## config.mk

```make
export PLATFORM = sky130hd
export DESIGN_NAME = memory_dp_flat
export DESIGN_NICKNAME = d
export VERILOG_FILES = /design/src/rtl/memory_dp_if.sv /design/src/rtl/memory_dp.sv /design/src/flat_wrapper.sv
export SDC_FILE = /design/constraint.sdc
export NUM_CORES = 1
export LEC_CHECK = 0
export ABC_AREA = 1
export BUFFER_PORTS_ARGS = -buffer_cell sky130_fd_sc_hd__buf_4
export CORE_MARGIN = 5
export CORE_UTILIZATION = 50
export DETAILED_ROUTE_END_ITERATION = 10
export GPL_TIMING_DRIVEN = 0
export PLACE_DENSITY_LB_ADDON = 0.25
export SKIP_LAST_GASP = 1
export SLEW_MARGIN = 20
export SYNTH_ARGS = -nofsm -noshare
export SYNTH_HDL_FRONTEND = slang
export SYNTH_SLANG_ARGS = --single-unit
```

## constraint.sdc

```tcl
create_clock -name clk -period 3.88 [get_ports clk]
set_input_delay 0.194 -clock clk [delete_from_list [all_inputs] [get_ports clk]]
set_output_delay 0.194 -clock clk [all_outputs]
set_load 0.005 [all_outputs]
```

## src/rtl/memory_dp_if.sv

```systemverilog
// Bus bundle for memory_dp: write port, read port and the ready flag.
// The master drives accesses; the slave (the RAM) returns read data, rvalid and ready.
interface memory_dp_if #(
    parameter int WORD_SIZE = 16,
    parameter int LANE_SIZE = 8,
    parameter int ADDR_BITS = 4
) ();
    localparam int NUM_LANES = WORD_SIZE / LANE_SIZE;

    logic                 we;
    logic [ADDR_BITS-1:0] waddr;
    logic [NUM_LANES-1:0] wlane;
    logic [WORD_SIZE-1:0] data_in;
    logic                 re;
    logic [ADDR_BITS-1:0] raddr;
    logic [WORD_SIZE-1:0] data_out;
    logic                 rvalid;
    logic                 ready;

    modport master (
        output we, waddr, wlane, data_in, re, raddr,
        input  data_out, rvalid, ready
    );

    modport slave (
        input  we, waddr, wlane, data_in, re, raddr,
        output data_out, rvalid, ready
    );
endinterface

```

## src/rtl/memory_dp.sv

```systemverilog
// Simple-dual-port RAM with lane write enables, registered read and a post-reset clear sweep.
// Optional macro MEMORY_BYPASS_EN: same-address write/read collisions return the merged new word.
module memory_dp #(
    parameter int WORD_SIZE = 16,
    parameter int LANE_SIZE = 8,
    parameter int NUM_WORDS = 16,
    parameter int ADDR_BITS = 4
) (
    input  logic         clk,
    input  logic         reset_n,
    memory_dp_if.slave   bus
);
    localparam int                   NUM_LANES = WORD_SIZE / LANE_SIZE;
    localparam logic [ADDR_BITS:0]   WORDS_EXT = (ADDR_BITS + 1)'(NUM_WORDS);
    localparam logic [ADDR_BITS-1:0] LAST_ADDR = ADDR_BITS'(NUM_WORDS - 1);

    typedef enum logic {CLEAR, RUN} state_t;

    state_t               state, state_nxt;
    logic [ADDR_BITS-1:0] sweep;
    logic [WORD_SIZE-1:0] mem [NUM_WORDS];

    logic                 run;
    logic                 wr_inrange;
    logic                 rd_inrange;
    logic [NUM_LANES-1:0] wr_lane;
    logic [ADDR_BITS-1:0] wr_addr;
    logic [WORD_SIZE-1:0] wr_data;
    logic [WORD_SIZE-1:0] rd_word;
    logic [WORD_SIZE-1:0] data_p1;
    logic                 vld_p1;

    function automatic logic [WORD_SIZE-1:0] merge_lanes(
        input logic [WORD_SIZE-1:0] old_w,
        input logic [WORD_SIZE-1:0] new_w,
        input logic [NUM_LANES-1:0] mask
    );
        logic [WORD_SIZE-1:0] res;
        res = old_w;
        for (int i = 0; i < NUM_LANES; i++)
            if (mask[i]) res[i*LANE_SIZE +: LANE_SIZE] = new_w[i*LANE_SIZE +: LANE_SIZE];
        return res;
    endfunction

    // Single physical write port: the sweep owns it in CLEAR, the bus in RUN.
    always_comb begin
        state_nxt  = state;
        run        = (state == RUN);
        wr_inrange = {1'b0, bus.waddr} < WORDS_EXT;
        rd_inrange = {1'b0, bus.raddr} < WORDS_EXT;
        wr_lane    = '0;
        wr_addr    = bus.waddr;
        wr_data    = bus.data_in;
        rd_word    = '0;
        case (state)
            CLEAR: begin
                wr_lane = '1;
                wr_addr = sweep;
                wr_data = '0;
                if (sweep == LAST_ADDR) state_nxt = RUN;
            end
            RUN: begin
                if (bus.we && wr_inrange) wr_lane = bus.wlane;
            end
            default: state_nxt = CLEAR;
        endcase
        if (rd_inrange) rd_word = mem[bus.raddr];
`ifdef MEMORY_BYPASS_EN
        if (run && bus.we && bus.re && (bus.waddr == bus.raddr))
            rd_word = merge_lanes(rd_word, bus.data_in, wr_lane);
`endif
    end

    // Stage p1: registered read data and its valid flag.
    always_ff @(posedge clk or negedge reset_n) begin
        if (!reset_n) begin
            state   <= CLEAR;
            sweep   <= '0;
            data_p1 <= '0;
            vld_p1  <= 1'b0;
        end else begin
            state  <= state_nxt;
            if (state == CLEAR) sweep <= sweep + 1'b1;
            vld_p1 <= run && bus.re;
            if (run && bus.re) data_p1 <= rd_word;
        end
    end

    always_ff @(posedge clk) begin
        for (int i = 0; i < NUM_LANES; i++)
            if (wr_lane[i])
                mem[wr_addr][i*LANE_SIZE +: LANE_SIZE] <= wr_data[i*LANE_SIZE +: LANE_SIZE];
    end

    assign bus.data_out = data_p1;
    assign bus.rvalid   = vld_p1;
    assign bus.ready    = run;
endmodule

```

## src/flat_wrapper.sv

```systemverilog
// flat-port wrapper written by rule: the top's interface ports become plain ports
module memory_dp_flat 
#(
    parameter int WORD_SIZE = 16,
    parameter int LANE_SIZE = 8,
    parameter int NUM_WORDS = 16,
    parameter int ADDR_BITS = 4
)
  (clk, reset_n, bus_we, bus_waddr, bus_wlane, bus_data_in, bus_re, bus_raddr, bus_data_out, bus_rvalid, bus_ready);
  memory_dp_if #(.WORD_SIZE(WORD_SIZE), .LANE_SIZE(LANE_SIZE), .ADDR_BITS(ADDR_BITS)) bus_i ();
  input  logic clk;
  input  logic reset_n;
  input wire logic [$bits(bus_i.we)-1:0] bus_we;
  input wire logic [$bits(bus_i.waddr)-1:0] bus_waddr;
  input wire logic [$bits(bus_i.wlane)-1:0] bus_wlane;
  input wire logic [$bits(bus_i.data_in)-1:0] bus_data_in;
  input wire logic [$bits(bus_i.re)-1:0] bus_re;
  input wire logic [$bits(bus_i.raddr)-1:0] bus_raddr;
  output wire logic [$bits(bus_i.data_out)-1:0] bus_data_out;
  output wire logic [$bits(bus_i.rvalid)-1:0] bus_rvalid;
  output wire logic [$bits(bus_i.ready)-1:0] bus_ready;
  assign bus_i.we = bus_we;
  assign bus_i.waddr = bus_waddr;
  assign bus_i.wlane = bus_wlane;
  assign bus_i.data_in = bus_data_in;
  assign bus_i.re = bus_re;
  assign bus_i.raddr = bus_raddr;
  assign bus_data_out = bus_i.data_out;
  assign bus_rvalid = bus_i.rvalid;
  assign bus_ready = bus_i.ready;
  memory_dp #(.WORD_SIZE(WORD_SIZE), .LANE_SIZE(LANE_SIZE), .NUM_WORDS(NUM_WORDS), .ADDR_BITS(ADDR_BITS)) u_core (.clk(clk), .reset_n(reset_n), .bus(bus_i));
endmodule
```

==> out/metrics.cfg <==
[die]
die_y_um=162
die_w_um=162
core_um2=22800
die_area_um2=26400
initial_utilization=0.510
ioPinCount=48
rows=55

[routing]
dr.pass1.iters=5
viasPerCell=5.30
routed_wirelength_um=29100
wl_per_cell_um=20.1
drtIter0Drc=840
final_antenna_net_count=0
route.detailed.drc=0
vias=7673

[pwr]
swShare=0.220
p_comb_frac=0.073
sequentialPowerShare=0.516
peakVddDrop_mv=0.273
p_int_w=0.00501
leakage_nw=5.21
powerDensity_nw_per_um2=485
p_clk_frac=0.411
power.switching_w=0.00142

[layout]
multi_input_area_um2=2820
fillCellCount=1825
diodes=0
regArea_um2=8240
final_cell_count_no_fill=1447
fin_nets=1144
drive_above_1_share=0.126
syn_to_final_growth_pct=14.1

[run_status]
status=completed

[clock_network]
clock_path_buffers=3
cts_setup_buffers=0
cts_root_buf=clkbuf_16
cts_max_level=1
cts_resized=0
numCtsBuffers=27
cts_hold_buf=2
clkLatencyLatePin_ns=0.54
clock-sinks=278
cts_tree=done
clk_pin_slew_ns=0.07

[place]
place_hpwl_um=20200
port_buffers=45
dp_cells=1395
place.gp.congestion=0.897

[global_routing]
met2_usage=0.363
use_met1=0.320
antenna_found_initial=0
grt-busiest-layer=met2
grtUsageTotal=0.222
grt_pass1_vias=7375
grt_use_met3=0.0273
grt_start_max_net_pins=23
grt_pass1_wl_um=44100
grt_overflow=0

[sta]
rsz0062_at_grt=no
min_period_ns=2.50
slew_viol_final=0
slew_headroom=0.384
worst_pin_slew_ns=0.921
finalSetupTns_ns=0
max_clock_freq_mhz=400
clock_skew_ns=0.0200
hold_viol=0
setup_viol=0
min_period_over_period=0.644

[setup_path]
crit_top_cell=nor2_1
crit_buf_inv=3
crit_fanout=8
cp_top_family=simple AND/OR/NAND/NOR gates
timing.setup.critical_path_class=reg -> reg
max_stage_delay_ns=0.69
endpoint_kind=flip-flop
crit_arrival_ns=2.65
worstPathCellList=buf_4, inv_4, nor2_1, nor2_1, inv_1, nor2_2, nand2_1, nor2_1
cpMaxStageDelayCell=nor2_1
critPathLaunchType=flip-flop
cp.required_ns=4.03

[logic_synthesis]
postSynthCellCount=1037
synth_top_area_frac=0.662
yosys-top-cells-count=nand2_1, edfxtp_1, nand3_1, nor2_1, inv_1
avgSynthCellArea_um2=11.2
synth_warnings=0
synth_seq_cells=278
ys_seq_area_frac=0.710
synth_top_cell_by_area=edfxtp_1
async_reset_ff_frac=0.0791
syn-cell-area_um2=11600
synth.most_common_cell=nand2_1
syn_nets=1068
synth_ff_type=edfxtp_1
synthTopCellsByArea=edfxtp_1, nand2_1, nand3_1
synth.distinct_cells=24
synth_edf_count=256

[hold_path]
hp-class=in -> async

[run]
cap_violations=0

[worst register-to-register path: cells and delay by family, from the launching register on]
kind,cells,cell delay (ns)
buffers and inverters,3,0.43
DFF,1,0.37
and+or+nand+nor,5,1.31
[routing by layer]
metal | routed length (um) | up-vias
met5 | 0 | -
met4 | 654 | 0
met3 | 2150 | 42
met2 | 13900 | 308
met1 | 12400 | 3639
li1 | - | 3684
[area by class of cell]
| class | instances | area share |
|---|---|---|
| plain buffers | 58 | 0.0333 |
| clock buffers | 34 | 0.0530 |
| well taps | 313 | 0.0296 |
| clock inverters | 16 | 0.0142 |
| repair buffers | 47 | 0.0270 |
| multi-input cells | 671 | 0.212 |
| flip-flops and latches | 278 | 0.622 |
| inverters | 30 | 0.00869 |
[through the flow]
step / util / hold WS, ns / setup slack [ns] / power, W / instance area, um2
floorplan: - / -0.102 / 2.04 / 0.00364 / 11600
global placement: 0.542 / 0.101 / 1.47 / 0.00383 / 12300
detailed placement: 0.542 / 0.103 / 1.42 / 0.00384 / 12300
CTS: 0.582 / 0.0747 / 1.40 / 0.00644 / 13200
global route: 0.582 / 0.106 / 1.19 / 0.00662 / 13200
finish: 0.582 / 0.0785 / 1.38 / 0.00642 / 13200
[path summary, 6_finish.rpt]
path                                           end  cells after the start              startpoint  slack, ns
max                               u_core.mem[3][0]                      8        u_core.bus.ready       1.38
min                                u_core.sweep[1]                      2                 reset_n       0.08
max reg2reg                       u_core.mem[3][0]                      8        u_core.bus.ready       1.38
min reg2reg                 u_core.bus.data_out[1]                      2  u_core.bus.data_out[1]       0.48
max in group asynchronous   u_core.bus.data_out[5]                      2                 reset_n       3.56
min in group clk           u_core.bus.data_out[11]                      5            bus_raddr[3]       0.10
[flip-flops by register name (all words and copies together) (netlist names)]
signal,flops
u_core.bus.rvalid,1
u_core.sweep,4
u_core.bus.data_out,16
u_core.mem,256
u_core.bus.ready,1
[logic make-up after synthesis]
logic type | after synthesis | share of synthesized area
buf+inv | 88 | 0.0480
flops | 278 | 0.710
xor+xnor | 2 | 0.00151
simple gates | 660 | 0.235
fa+ha+maj | 1 | 0.00108
compound gates | 8 | 0.00474
[power by group through the flow]
stage / Clock, W / Combinational [W] / Sequential, W
after floorplan: 0 / 0.000264 / 0.00338
after global placement: 0 / 0.000454 / 0.00338
after detailed placement: 0 / 0.000461 / 0.00338
after CTS: 0.00266 / 0.000466 / 0.00331
after global routing: 0.00279 / 0.000513 / 0.00332
final: 0.00264 / 0.000469 / 0.00331
[placed cells by master, fill, tap and decap left out, types with 2 or more instances in the layout]
cell and count:
nand2_1 421, edfxtp_1 256, nand3_1 192, buf_4 51
nor2_1 42, clkbuf_16 27, inv_1 26, buf_6 24
dfrtp_1 22, buf_2 17, clkbuf_1 15, clkinv_2 5
clkinv_1 4, bufinv_16 4, nor2_2 3, buf_1 3
o21ai_0 3, clkinvlp_4 3, a21oi_2 2, o21ai_2 2
inv_2 2, dlygate4sd3_1 2
No activity file was read; power rests on OpenSTA's default activity.
